--- config.mk ---
export PLATFORM = sky130hd
export DESIGN_NAME = rect_fill_engine
export DESIGN_NICKNAME = d
export VERILOG_FILES = /design/src/rtl/rect_fill_engine.sv
export SDC_FILE = /design/constraint.sdc
export NUM_CORES = 1
export LEC_CHECK = 0
export CORE_ASPECT_RATIO = 0.9
export CORE_MARGIN = 2
export CORE_UTILIZATION = 50
export CTS_BUF_LIST = sky130_fd_sc_hd__clkbuf_2 sky130_fd_sc_hd__clkbuf_4 sky130_fd_sc_hd__clkbuf_8
export DETAILED_ROUTE_END_ITERATION = 10
export GPL_ROUTABILITY_DRIVEN = 1
export HOLD_SLACK_MARGIN = 0.03
export PLACE_DENSITY = 0.78
export SYNTH_ARGS = -nofsm -noshare
export SYNTH_HDL_FRONTEND = slang
export SYNTH_SLANG_ARGS = --single-unit
export TNS_END_PERCENT = 20
--- constraint.sdc ---
create_clock -name clk -period 4.7 [get_ports clk]
set_input_delay 0.94 -clock clk [delete_from_list [all_inputs] [get_ports clk]]
set_output_delay 0.94 -clock clk [all_outputs]
set_load 0.005 [all_outputs]
--- src/rtl/rect_fill_engine.sv ---
// rect_fill_engine: walks an axis-aligned rectangle in raster order and issues
// one framebuffer write per pixel, as a solid, transparent or opaque patterned fill.
// Build macro RECT_FILL_CLIP_EN: when defined, the rectangle is clipped to the
// framebuffer at command accept; when undefined, coordinates wrap at XW/YW bits.
module rect_fill_engine #(
  parameter int RESOLUTION_X   = 400,
  parameter int RESOLUTION_Y   = 300,
  parameter int PALETTE_LENGTH = 256,
  parameter int PATTERN_BITS   = 32,
  localparam int XW  = $clog2(RESOLUTION_X),
  localparam int YW  = $clog2(RESOLUTION_Y),
  localparam int IW  = $clog2(PALETTE_LENGTH),
  localparam int PCW = $clog2(RESOLUTION_X * RESOLUTION_Y + 1)
) (
  input  logic                    clk,
  input  logic                    reset_n,
  input  logic                    cmd_valid,
  output logic                    cmd_ready,
  input  logic [XW-1:0]           cmd_x0,
  input  logic [YW-1:0]           cmd_y0,
  input  logic [XW:0]             cmd_w,
  input  logic [YW:0]             cmd_h,
  input  logic [1:0]              cmd_mode,
  input  logic [IW-1:0]           cmd_index,
  input  logic [IW-1:0]           cmd_bg_index,
  input  logic [PATTERN_BITS-1:0] cmd_pattern,
  input  logic                    abort,
  output logic                    busy,
  output logic                    done,
  output logic [PCW-1:0]          pixel_count,
  output logic [XW-1:0]           fb_wr_x,
  output logic [YW-1:0]           fb_wr_y,
  output logic [IW-1:0]           fb_wr_index,
  output logic                    fb_wr_en,
  input  logic                    fb_wr_ready
);

  localparam int PBW = $clog2(PATTERN_BITS);

  typedef enum logic [1:0] {
    IDLE = 2'd0,
    DRAW = 2'd1,
    DONE = 2'd2
  } state_t;

  state_t                  state_q, state_d;
  logic [XW-1:0]           x0_q, x0_d;
  logic [YW-1:0]           y0_q, y0_d;
  logic [XW:0]             w_q, w_d;
  logic [YW:0]             h_q, h_d;
  logic [1:0]              mode_q, mode_d;
  logic [IW-1:0]           fg_q, fg_d;
  logic [IW-1:0]           bg_q, bg_d;
  logic [PATTERN_BITS-1:0] pat_q, pat_d;
  logic [XW:0]             dx_q, dx_d;
  logic [YW:0]             dy_q, dy_d;
  logic                    cmd_ready_q, cmd_ready_d;
  logic                    busy_q, busy_d;
  logic                    done_q, done_d;
  logic [PCW-1:0]          pix_cnt_q, pix_cnt_d;
  logic [XW-1:0]           wr_x_q, wr_x_d;
  logic [YW-1:0]           wr_y_q, wr_y_d;
  logic [IW-1:0]           wr_idx_q, wr_idx_d;
  logic                    wr_en_q, wr_en_d;

  logic [XW:0]             acc_w;
  logic [YW:0]             acc_h;
  logic                    acc_empty;
  logic                    last_pix;
  logic                    pix_done;
  logic [XW:0]             nxt_dx;
  logic [YW:0]             nxt_dy;
  logic                    nxt_p;

  // Pattern bit for a pixel, phased from the unclipped left edge
  function automatic logic pat_bit(input logic [PATTERN_BITS-1:0] pat,
                                   input logic [XW:0] dx);
    return pat[PBW'(dx)];
  endfunction

  // Whether a pixel is written at all (transparent mode skips p=0 pixels)
  function automatic logic pix_en(input logic [1:0] mode, input logic p);
    return (mode == 2'b01) ? p : 1'b1;
  endfunction

  // Palette index for a pixel (opaque mode uses the background on p=0)
  function automatic logic [IW-1:0] pix_idx(input logic [1:0] mode,
                                            input logic [IW-1:0] fg,
                                            input logic [IW-1:0] bg,
                                            input logic p);
    return (mode == 2'b10 && !p) ? bg : fg;
  endfunction

`ifdef RECT_FILL_CLIP_EN
  localparam logic [XW+1:0] RES_X_C = (XW+2)'(RESOLUTION_X);
  localparam logic [YW+1:0] RES_Y_C = (YW+2)'(RESOLUTION_Y);
  logic [XW+1:0] x_end;
  logic [YW+1:0] y_end;
`endif

  // Effective rectangle size of the command being offered, clipped if enabled
  always_comb begin
    acc_w     = cmd_w;
    acc_h     = cmd_h;
    acc_empty = (cmd_w == '0) || (cmd_h == '0);
`ifdef RECT_FILL_CLIP_EN
    x_end = (XW+2)'(cmd_x0) + (XW+2)'(cmd_w);
    y_end = (YW+2)'(cmd_y0) + (YW+2)'(cmd_h);
    if (((XW+2)'(cmd_x0) >= RES_X_C) || ((YW+2)'(cmd_y0) >= RES_Y_C)) begin
      acc_empty = 1'b1;
    end
    if (x_end > RES_X_C) begin
      acc_w = (XW+1)'(RES_X_C - (XW+2)'(cmd_x0));
    end
    if (y_end > RES_Y_C) begin
      acc_h = (YW+1)'(RES_Y_C - (YW+2)'(cmd_y0));
    end
`endif
  end

  // Next-state logic: accept, raster walk with backpressure, abort and done
  always_comb begin
    state_d  = state_q;
    x0_d     = x0_q;
    y0_d     = y0_q;
    w_d      = w_q;
    h_d      = h_q;
    mode_d   = mode_q;
    fg_d     = fg_q;
    bg_d     = bg_q;
    pat_d    = pat_q;
    dx_d     = dx_q;
    dy_d     = dy_q;
    pix_cnt_d = pix_cnt_q;
    wr_x_d   = wr_x_q;
    wr_y_d   = wr_y_q;
    wr_idx_d = wr_idx_q;
    wr_en_d  = wr_en_q;

    last_pix = (dx_q == w_q - 1'b1) && (dy_q == h_q - 1'b1);
    pix_done = !wr_en_q || fb_wr_ready;
    if (dx_q == w_q - 1'b1) begin
      nxt_dx = '0;
      nxt_dy = dy_q + 1'b1;
    end else begin
      nxt_dx = dx_q + 1'b1;
      nxt_dy = dy_q;
    end
    nxt_p = pat_bit(pat_q, nxt_dx);

    case (state_q)
      IDLE: begin
        wr_en_d = 1'b0;
        if (cmd_valid) begin
          x0_d      = cmd_x0;
          y0_d      = cmd_y0;
          w_d       = acc_w;
          h_d       = acc_h;
          mode_d    = cmd_mode;
          fg_d      = cmd_index;
          bg_d      = cmd_bg_index;
          pat_d     = cmd_pattern;
          dx_d      = '0;
          dy_d      = '0;
          pix_cnt_d = '0;
          if (acc_empty) begin
            state_d = DONE;
          end else begin
            state_d  = DRAW;
            wr_x_d   = cmd_x0;
            wr_y_d   = cmd_y0;
            wr_en_d  = pix_en(cmd_mode, cmd_pattern[0]);
            wr_idx_d = pix_idx(cmd_mode, cmd_index, cmd_bg_index, cmd_pattern[0]);
          end
        end
      end
      DRAW: begin
        if (wr_en_q && fb_wr_ready) begin
          pix_cnt_d = pix_cnt_q + 1'b1;
        end
        if (abort) begin
          state_d = IDLE;
          wr_en_d = 1'b0;
        end else if (pix_done) begin
          if (last_pix) begin
            state_d = DONE;
            wr_en_d = 1'b0;
          end else begin
            dx_d     = nxt_dx;
            dy_d     = nxt_dy;
            wr_x_d   = XW'((XW+1)'(x0_q) + nxt_dx);
            wr_y_d   = YW'((YW+1)'(y0_q) + nxt_dy);
            wr_en_d  = pix_en(mode_q, nxt_p);
            wr_idx_d = pix_idx(mode_q, fg_q, bg_q, nxt_p);
          end
        end
      end
      DONE: begin
        state_d = IDLE;
        wr_en_d = 1'b0;
      end
      default: begin
        state_d = IDLE;
        wr_en_d = 1'b0;
      end
    endcase

    cmd_ready_d = (state_d == IDLE);
    busy_d      = (state_d == DRAW);
    done_d      = (state_d == DONE);
  end

  // State and registered outputs, cleared asynchronously by reset_n
  always_ff @(posedge clk or negedge reset_n) begin
    if (!reset_n) begin
      state_q     <= IDLE;
      x0_q        <= '0;
      y0_q        <= '0;
      w_q         <= '0;
      h_q         <= '0;
      mode_q      <= '0;
      fg_q        <= '0;
      bg_q        <= '0;
      pat_q       <= '0;
      dx_q        <= '0;
      dy_q        <= '0;
      cmd_ready_q <= 1'b1;
      busy_q      <= 1'b0;
      done_q      <= 1'b0;
      pix_cnt_q   <= '0;
      wr_x_q      <= '0;
      wr_y_q      <= '0;
      wr_idx_q    <= '0;
      wr_en_q     <= 1'b0;
    end else begin
      state_q     <= state_d;
      x0_q        <= x0_d;
      y0_q        <= y0_d;
      w_q         <= w_d;
      h_q         <= h_d;
      mode_q      <= mode_d;
      fg_q        <= fg_d;
      bg_q        <= bg_d;
      pat_q       <= pat_d;
      dx_q        <= dx_d;
      dy_q        <= dy_d;
      cmd_ready_q <= cmd_ready_d;
      busy_q      <= busy_d;
      done_q      <= done_d;
      pix_cnt_q   <= pix_cnt_d;
      wr_x_q      <= wr_x_d;
      wr_y_q      <= wr_y_d;
      wr_idx_q    <= wr_idx_d;
      wr_en_q     <= wr_en_d;
    end
  end

  assign cmd_ready   = cmd_ready_q;
  assign busy        = busy_q;
  assign done        = done_q;
  assign pixel_count = pix_cnt_q;
  assign fb_wr_x     = wr_x_q;
  assign fb_wr_y     = wr_y_q;
  assign fb_wr_index = wr_idx_q;
  assign fb_wr_en    = wr_en_q;

endmodule

==> metrics.cfg, run 1 <==
[outcome]
outcome=finished clean

[timing]
hold_viol=0
slew_headroom=0.339
rsz0062_at_grt=false
period_share=0.918
report.final.slew_viol_count=0
timing.fmax_mhz=232
finalSetupViolCount=0
fin_skew_ps=15.1
tightest_slew_ps=991
period_minus_slack_ps=4320
setup_tns_ps=0
whs_ps=509

[critical_path]
cp-startpoint=w_q[0]$_DFFE_PN0P_
criticalPathCategory=reg -> reg
cp.arrival_ps=4710
cp_slowest_cell=or3b_2
path_cells=inv_1 -> ha_2 -> or3b_2 -> nor3_1 -> a31oi_1 -> nor4_4 -> and2_2 -> buf_6 -> xor2_1 -> ha_1 -> inv_1 -> fa_1 -> nor2b_1 -> o21ai_0 -> a21o_1 -> a31oi_1 -> xnor2_1 -> xnor2_1 -> nand2_1 -> a31oi_1
cp-end-kind=register
start_kind=register
max_stage_delay_ps=470
crit_fanout=13
r2r_cells=20
cpMostUsedCell=a31oi_1
r2r_start=w_q[0]$_DFFE_PN0P_
required_ps=5100

[place]
place.gp.congestion=0.821
hpwl_um=13800
port_buffers=139
place_area_um2=10100
place_inst=1121

[clock_network]
cts_root_buf=clkbuf_8
cts_max_level=4
cts_hold_buf=0
worst_skew_pair.late_latency_ps=470
cts_tree=built
clock_path_buffers=2
numCtsBuffers=17
clkTransAtPathRegs_ps=90
cts.sinks=157

[logic_synthesis]
yosys_register_bits=157
ys_top_cells_by_area=dfrtp_1 (46%), mux2_2 (12%), xnor2_1 (3.4%), nand2_1 (3.2%), ha_1 (3.1%)
syn_inst=803
async_flop_share=1.00
synthFlopType=dfrtp_1
netlist.area_leader.share=0.456
yosys_warnings=0
synth_commonest_cells=dfrtp_1 (156), mux2_2 (92), nand2_1 (74)
yosys.area.top_type=dfrtp_1
syn_avg_cell_area_um2=10.7
synth_nets=919
synth_area_um2=8560
synth_edf_count=0
synth_cell_types=63
yosysMostFrequentCell=dfrtp_1
synth-seq-area-share=0.459

[detailed_routing]
vias=6550
wire_per_inst_um=17.1
drc=0
drtIter0Drc=454
viasPerCell=5.68
dr.pass1.iters=5
routed_wl_um=19700
antenna_left=0

[die]
die_width_um=142
initial_core_util=0.508
die-area_um2=18200
rows=45
core_area_um2=16800
ios=140
fp.dieH_um=128

[global_route]
grt_pass1_vias=6379
gr-total-overflow=0
grt_pass1_wl_um=32600
grt_antenna_before_repair=0
grtUsageTotal=0.227
grt_max_degree=116

[cells_and_area]
fillers=1375
n_antenna_cell=0
drive_above_1_share=0.173
ff_latch_area_um2=3930
nets=1045
layoutNonFillerInstCount=1153
synthToLayoutAreaGrowth_pct=23.3
multiInputGateArea_um2=4350
stdcell_area_um2=10600

[min_path]
hp-class=reg -> reg
hp-start=bg_q[5]$_DFFE_PN0P_
hold_path_depth=1

[power]
fin_total_pwr_uw=4370
leakagePower_uw=0.00444
p_per_area_nw_per_um2=414
peakVddDrop_mv=0.268

[run]
maxCapViolCount=0

cell usage in the layout, fill, tap and decap left out, types with 12 or more instances in the layout:
cell type,instances
nand4_1,16
nand3_1,13
xor2_1,26
a21oi_1,36
clkdlybuf4s50_1,138
nand2_1,74
and3_1,14
dfrtp_1,156
nor3_1,15
nor2b_1,12
o21ai_0,28
nor2_1,63
xnor2_1,33
inv_1,23
clkbuf_8,18
mux2_2,92
ha_1,20
logic make-up (layout without fill, tap and decap cells):
logic type | Yosys count | count (layout) | share of synthesized area
flops | 157 | 157 | 0.459
compound gates | 135 | 135 | 0.106
mux | 106 | 106 | 0.149
simple gates | 255 | 255 | 0.152
buf+inv | 67 | 206 | 0.0352
fa+ha+maj | 23 | 23 | 0.0354
xor+xnor | 60 | 60 | 0.0630
repair_timing:
| item | CTS | global route |
|---|---|---|
| setup endpoints to repair | 0 | 5 |
| buffers inserted | 0 | 0 |
| gates resized for setup | 0 | 5 |
power breakdown:
part / internal, µW / switching (µW) / leakage [µW] / total [µW]
Sequential: 1630 / 227 / 0.00191 / 1850
Combinational: 797 / 624 / 0.00232 / 1420
Clock: 549 / 549 / 0.000209 / 1100
registers in the layout, indices dropped and copies added, names as in the netlist, 8 cells and up:
signal and cells:
pat_q 32, pixel_count 17, dx_q 10, dy_q 10
h_q 10, w_q 10, fb_wr_x 9, fb_wr_y 9
x0_q 9, y0_q 9, bg_q 8, fb_wr_index 8
fg_q 8
metrics by stage:
| step | util | setup slack (ps) |
|---|---|---|
| floorplan | - | 278 |
| global placement | 0.600 | 369 |
| detailed placement | 0.600 | 162 |
| CTS | 0.626 | 131 |
| global route | 0.627 | 40.7 |
| finish | 0.627 | 384 |
layer usage:
| layer | wire, µm | part of all wire | GRT usage | vias up |
|---|---|---|---|---|
| li1 | - | - | - | 3124 |
| met1 | 9600 | 0.49 | 0.332 | 3221 |
| met2 | 8810 | 0.45 | 0.346 | 187 |
| met3 | 1070 | 0.054 | 0.0456 | 18 |
| met4 | 202 | 0.010 | 0.0647 | 0 |
| met5 | 0 | 0 | 0 | - |
cell type report:
class,instances,share of cell area
Sequential cell,157,0.372
Tap cell,211,0.0250
Timing Repair Buffer,151,0.142
Clock buffer,18,0.0235
Multi-Input combinational cell,579,0.412
Clock inverter,14,0.0168
Inverter,23,0.00818
worst max-delay path: cells and delay by family (launching register included):
family | cells | cell delay [ps]
buffers and inverters | 3 | 330
xor gates and xnor gates | 3 | 480
DFF | 1 | 420
and+or+nand+nor | 6 | 1480
AOI/OAI and AO/OA | 5 | 750
adders and majority gates | 3 | 780
path summary, 6_finish.rpt:
| path | end | slack (ps) |
|---|---|---|
| worst max register to register | fb_wr_y[8]$_DFFE_PN0P_ | 380 |
| worst max-delay path | fb_wr_y[8]$_DFFE_PN0P_ | 380 |
| max in group asynchronous | cmd_ready$_DFF_PN1_ | 3110 |
| worst min register to register | bg_q[5]$_DFFE_PN0P_ | 510 |
| min in group asynchronous | pat_q[5]$_DFFE_PN0P_ | 570 |
| worst min-delay path | bg_q[5]$_DFFE_PN0P_ | 510 |
(Power assumes the default switching activity.)
==> run 2, diff against run 1 <==
--- a/config.mk
+++ b/config.mk
@@ -7,12 +7,13 @@
 export LEC_CHECK = 0
 export CORE_ASPECT_RATIO = 0.9
 export CORE_MARGIN = 2
-export CORE_UTILIZATION = 50
-export CTS_BUF_LIST = sky130_fd_sc_hd__clkbuf_2 sky130_fd_sc_hd__clkbuf_4 sky130_fd_sc_hd__clkbuf_8
+export CORE_UTILIZATION = 56
+export CTS_BUF_LIST = sky130_fd_sc_hd__clkbuf_8
 export DETAILED_ROUTE_END_ITERATION = 10
 export GPL_ROUTABILITY_DRIVEN = 1
 export HOLD_SLACK_MARGIN = 0.03
-export PLACE_DENSITY = 0.78
+export MAX_ROUTING_LAYER = met4
+export PLACE_DENSITY = 0.83
 export SYNTH_ARGS = -nofsm -noshare
 export SYNTH_HDL_FRONTEND = slang
 export SYNTH_SLANG_ARGS = --single-unit
==> constraint.sdc (replaced) <==
create_clock -name clk -period 4.8 [get_ports clk]
set_input_delay 0.96 -clock clk [delete_from_list [all_inputs] [get_ports clk]]
set_output_delay 0.96 -clock clk [all_outputs]
set_load 0.005 [all_outputs]
==> run 2 against run 1 <==
Net effect: worst hold slack gained 1.3 ps; die area shrank 10%; first-iteration DRC count shrank 16%; sequential power is essentially flat; clock skew shrank 3.1 ps; worst setup slack gained 47 ps; clock power shrank 7%; register-to-register slack gained 50 ps; global-route usage grew 3.6 points; maximum frequency shrank 1.2%; largest cell class unchanged.
==> metrics.cfg, run 2 (synthesized netlist as in run 1, its figures left out) <==
[timing]
finalSetupViolCount=0  ; unchanged
tightest_slew_ps=1210  ; was 991 ps
period_minus_slack_ps=4370  ; was 4320 ps
fin_skew_ps=12.0  ; was 15.1 ps
hold_viol=0  ; unchanged
period_share=0.910  ; was 0.918
slew_headroom=0.190  ; was 0.339
timing.fmax_mhz=229  ; was 232 MHz
setup_tns_ps=0  ; unchanged
report.final.slew_viol_count=0  ; unchanged
rsz0062_at_grt=false  ; unchanged

[clock_network]
cts.sinks=157  ; unchanged
worst_skew_pair.late_latency_ps=460  ; was 470 ps
clkTransAtPathRegs_ps=80  ; was 90 ps
cts_root_buf=clkbuf_8  ; unchanged
cts_hold_buf=0  ; unchanged
cts_max_level=4  ; unchanged
numCtsBuffers=17  ; unchanged
clock_path_buffers=2  ; unchanged
cts_tree=built  ; unchanged

[min_path]
hp-start=bg_q[4]$_DFFE_PN0P_  ; was bg_q[5]$_DFFE_PN0P_
hold-path-endpoint=bg_q[4]$_DFFE_PN0P_  ; was bg_q[5]$_DFFE_PN0P_
hp-class=reg -> reg  ; unchanged
hold_path_depth=1  ; unchanged

[critical_path]
rrSetupSlack_ps=430  ; was 380 ps
criticalPathCategory=reg -> reg  ; unchanged
start_kind=register  ; unchanged
r2r_start=w_q[0]$_DFFE_PN0P_  ; unchanged
required_ps=5180  ; was 5100 ps
cp.arrival_ps=4750  ; was 4710 ps
cp-end-kind=register  ; unchanged
cp_slowest_cell=or4b_2  ; was or3b_2
path_cells=inv_1 -> ha_1 -> nor3b_2 -> a21boi_0 -> or4b_2 -> nand3_1 -> and2_2 -> buf_6 -> xor2_1 -> ha_1 -> inv_1 -> fa_1 -> nor2b_1 -> o21ai_0 -> a21o_1 -> a31oi_1 -> xnor2_1 -> xnor2_1 -> nand2_1 -> a31oi_1  ; was inv_1 -> ha_2 -> or3b_2 -> nor3_1 -> a31oi_1 -> nor4_4 -> and2_2 -> buf_6 -> xor2_1 -> ha_1 -> inv_1 -> fa_1 -> nor2b_1 -> o21ai_0 -> a21o_1 -> a31oi_1 -> xnor2_1 -> xnor2_1 -> nand2_1 -> a31oi_1
max_stage_delay_ps=650  ; was 470 ps
r2r_cells=20  ; unchanged
crit_fanout=18  ; was 13
r2r-end=fb_wr_y[8]$_DFFE_PN0P_  ; unchanged

[global_route]
grt_pass1_vias=6519  ; was 6379
grtUsageTotal=0.263  ; was 0.227
grt_antenna_before_repair=0  ; unchanged
gr-total-overflow=0  ; unchanged
grt_max_degree=99  ; was 116
grt_pass1_wl_um=32900  ; was 32600 µm

[die]
rows=42  ; was 45
initial_core_util=0.577  ; was 0.508
ios=140  ; unchanged
fp.dieH_um=121  ; was 128 µm
die-area_um2=16300  ; was 18200 µm²
core_area_um2=14800  ; was 16800 µm²
die_width_um=134  ; was 142 µm

[place]
port_buffers=139  ; unchanged
place.gp.congestion=0.867  ; was 0.821
hpwl_um=13900  ; was 13800 µm

[detailed_routing]
routed_wl_um=19800  ; was 19700 µm
antenna_left=0  ; unchanged
viasPerCell=5.74  ; was 5.68
drc=0  ; unchanged
vias=6543  ; was 6550
wire_per_inst_um=17.4  ; was 17.1 µm
wl_met1_um=9400  ; was 9600 µm
wl_met2_um=8970  ; was 8810 µm
dr_wl_met3_um=1090  ; was 1070 µm
drtIter0Drc=382  ; was 454
dr.pass1.iters=5  ; unchanged
highest_layer=met4  ; unchanged

[cells_and_area]
largest_register_ffs=32  ; unchanged
nets=1044  ; was 1045
utilization=0.709  ; was 0.627
synthToLayoutAreaGrowth_pct=22.8  ; was 23.3%
drive_above_1_share=0.172  ; was 0.173
layout_common_cells=dfrtp_1 (156), clkdlybuf4s50_1 (138), mux2_2 (92)  ; unchanged
layout_commonest_cell=dfrtp_1  ; unchanged
n_antenna_cell=0  ; unchanged
top_register=pat_q  ; unchanged

[power]
pwr-share-seq=0.429  ; was 0.424
leakagePower_uw=0.00444  ; about the same
internal-power_uw=2900  ; was 2970 µW
power_frac_clock=0.242  ; was 0.251
combPwrFrac=0.329  ; was 0.325
peakVddDrop_mv=0.267  ; was 0.268 mV
p_switching_uw=1340  ; was 1400 µW
switching_share=0.316  ; was 0.320
p_per_area_nw_per_um2=403  ; was 414 nW/µm²

[outcome]
outcome=finished clean  ; unchanged

[run]
maxCapViolCount=0  ; unchanged

[run 2: changes by cell type in the layout (fill, tap and decap cells not counted), sizes merged]
cell,change
clkbuf,+4
inv,-4
clkinv,+2
buf,-1
bufinv,-1
clkinvlp,-1
[run 2: how the worst max path moves through the flow]
stage                                  start                     end  slack (ps)  cells past startpoint
after floorplan           w_q[0]$_DFFE_PN0P_  fb_wr_x[8]$_DFFE_PN0P_         380                     22
after global placement    w_q[0]$_DFFE_PN0P_  fb_wr_y[8]$_DFFE_PN0P_         430                     20
after detailed placement  w_q[0]$_DFFE_PN0P_  fb_wr_x[8]$_DFFE_PN0P_         230                     19
after CTS                 w_q[0]$_DFFE_PN0P_  fb_wr_x[8]$_DFFE_PN0P_         150                     19
after global routing      w_q[0]$_DFFE_PN0P_  fb_wr_y[8]$_DFFE_PN0P_          30                     20
final                     w_q[0]$_DFFE_PN0P_  fb_wr_y[8]$_DFFE_PN0P_         430                     20
[run 2: metrics by stage]
stage	hold WS [ps]	setup WS, ps	std cells	power [µW]	instance area [µm²]
2_1_floorplan	475	378	803	2680	8560
3_3_place_gp	485	433	1107	3170	10100
3_5_place_dp	492	229	1107	3220	10100
4_1_cts	513	150	1139	4250	10500
5_1_grt	531	25.3	1139	4480	10500
6_report	510	431	1139	4240	10500
[run 2: what timing repair did]
action,CTS,global route
resized for setup,0,5
setup buffers,0,0
setup endpoints to repair,0,5
[run 2: layout make-up]
class | count | area (µm²)
Fill cell | 1131 | 4310
Clock inverter | 10 | 111
Sequential cell | 157 | 3930
Multi-Input combinational cell | 579 | 4350
Tap cell | 198 | 248
Inverter | 23 | 86.3
Timing Repair Buffer | 150 | 1480
Clock buffer | 22 | 303
[run 2: critical path: cells and delay by family (launching register included)]
family / cells / cell delay [ps]
and+or+nand+nor: 6 / 1460
xor gates and xnor gates: 3 / 470
AOI/OAI and AO/OA: 5 / 810
buffers and inverters: 3 / 350
adders and majority gates: 3 / 780
DFF: 1 / 420
[run 2: routing by layer]
metal | vias to the layer above | GRT usage
met3 | 30 | 0.0443
met5 | - | -
met4 | 0 | 0.0816
met2 | 216 | 0.392
met1 | 3173 | 0.372
li1 | 3124 | -
[run 2: power groups by stage]
stage / Sequential (µW) / Clock (µW) / Combinational (µW)
6_report: 1820 / 1020 / 1390
5_1_grt: 1850 / 1110 / 1520
3_3_place_gp: 1820 / 0 / 1350
2_1_floorplan: 1770 / 0 / 910
3_5_place_dp: 1830 / 0 / 1390
4_1_cts: 1810 / 1040 / 1400
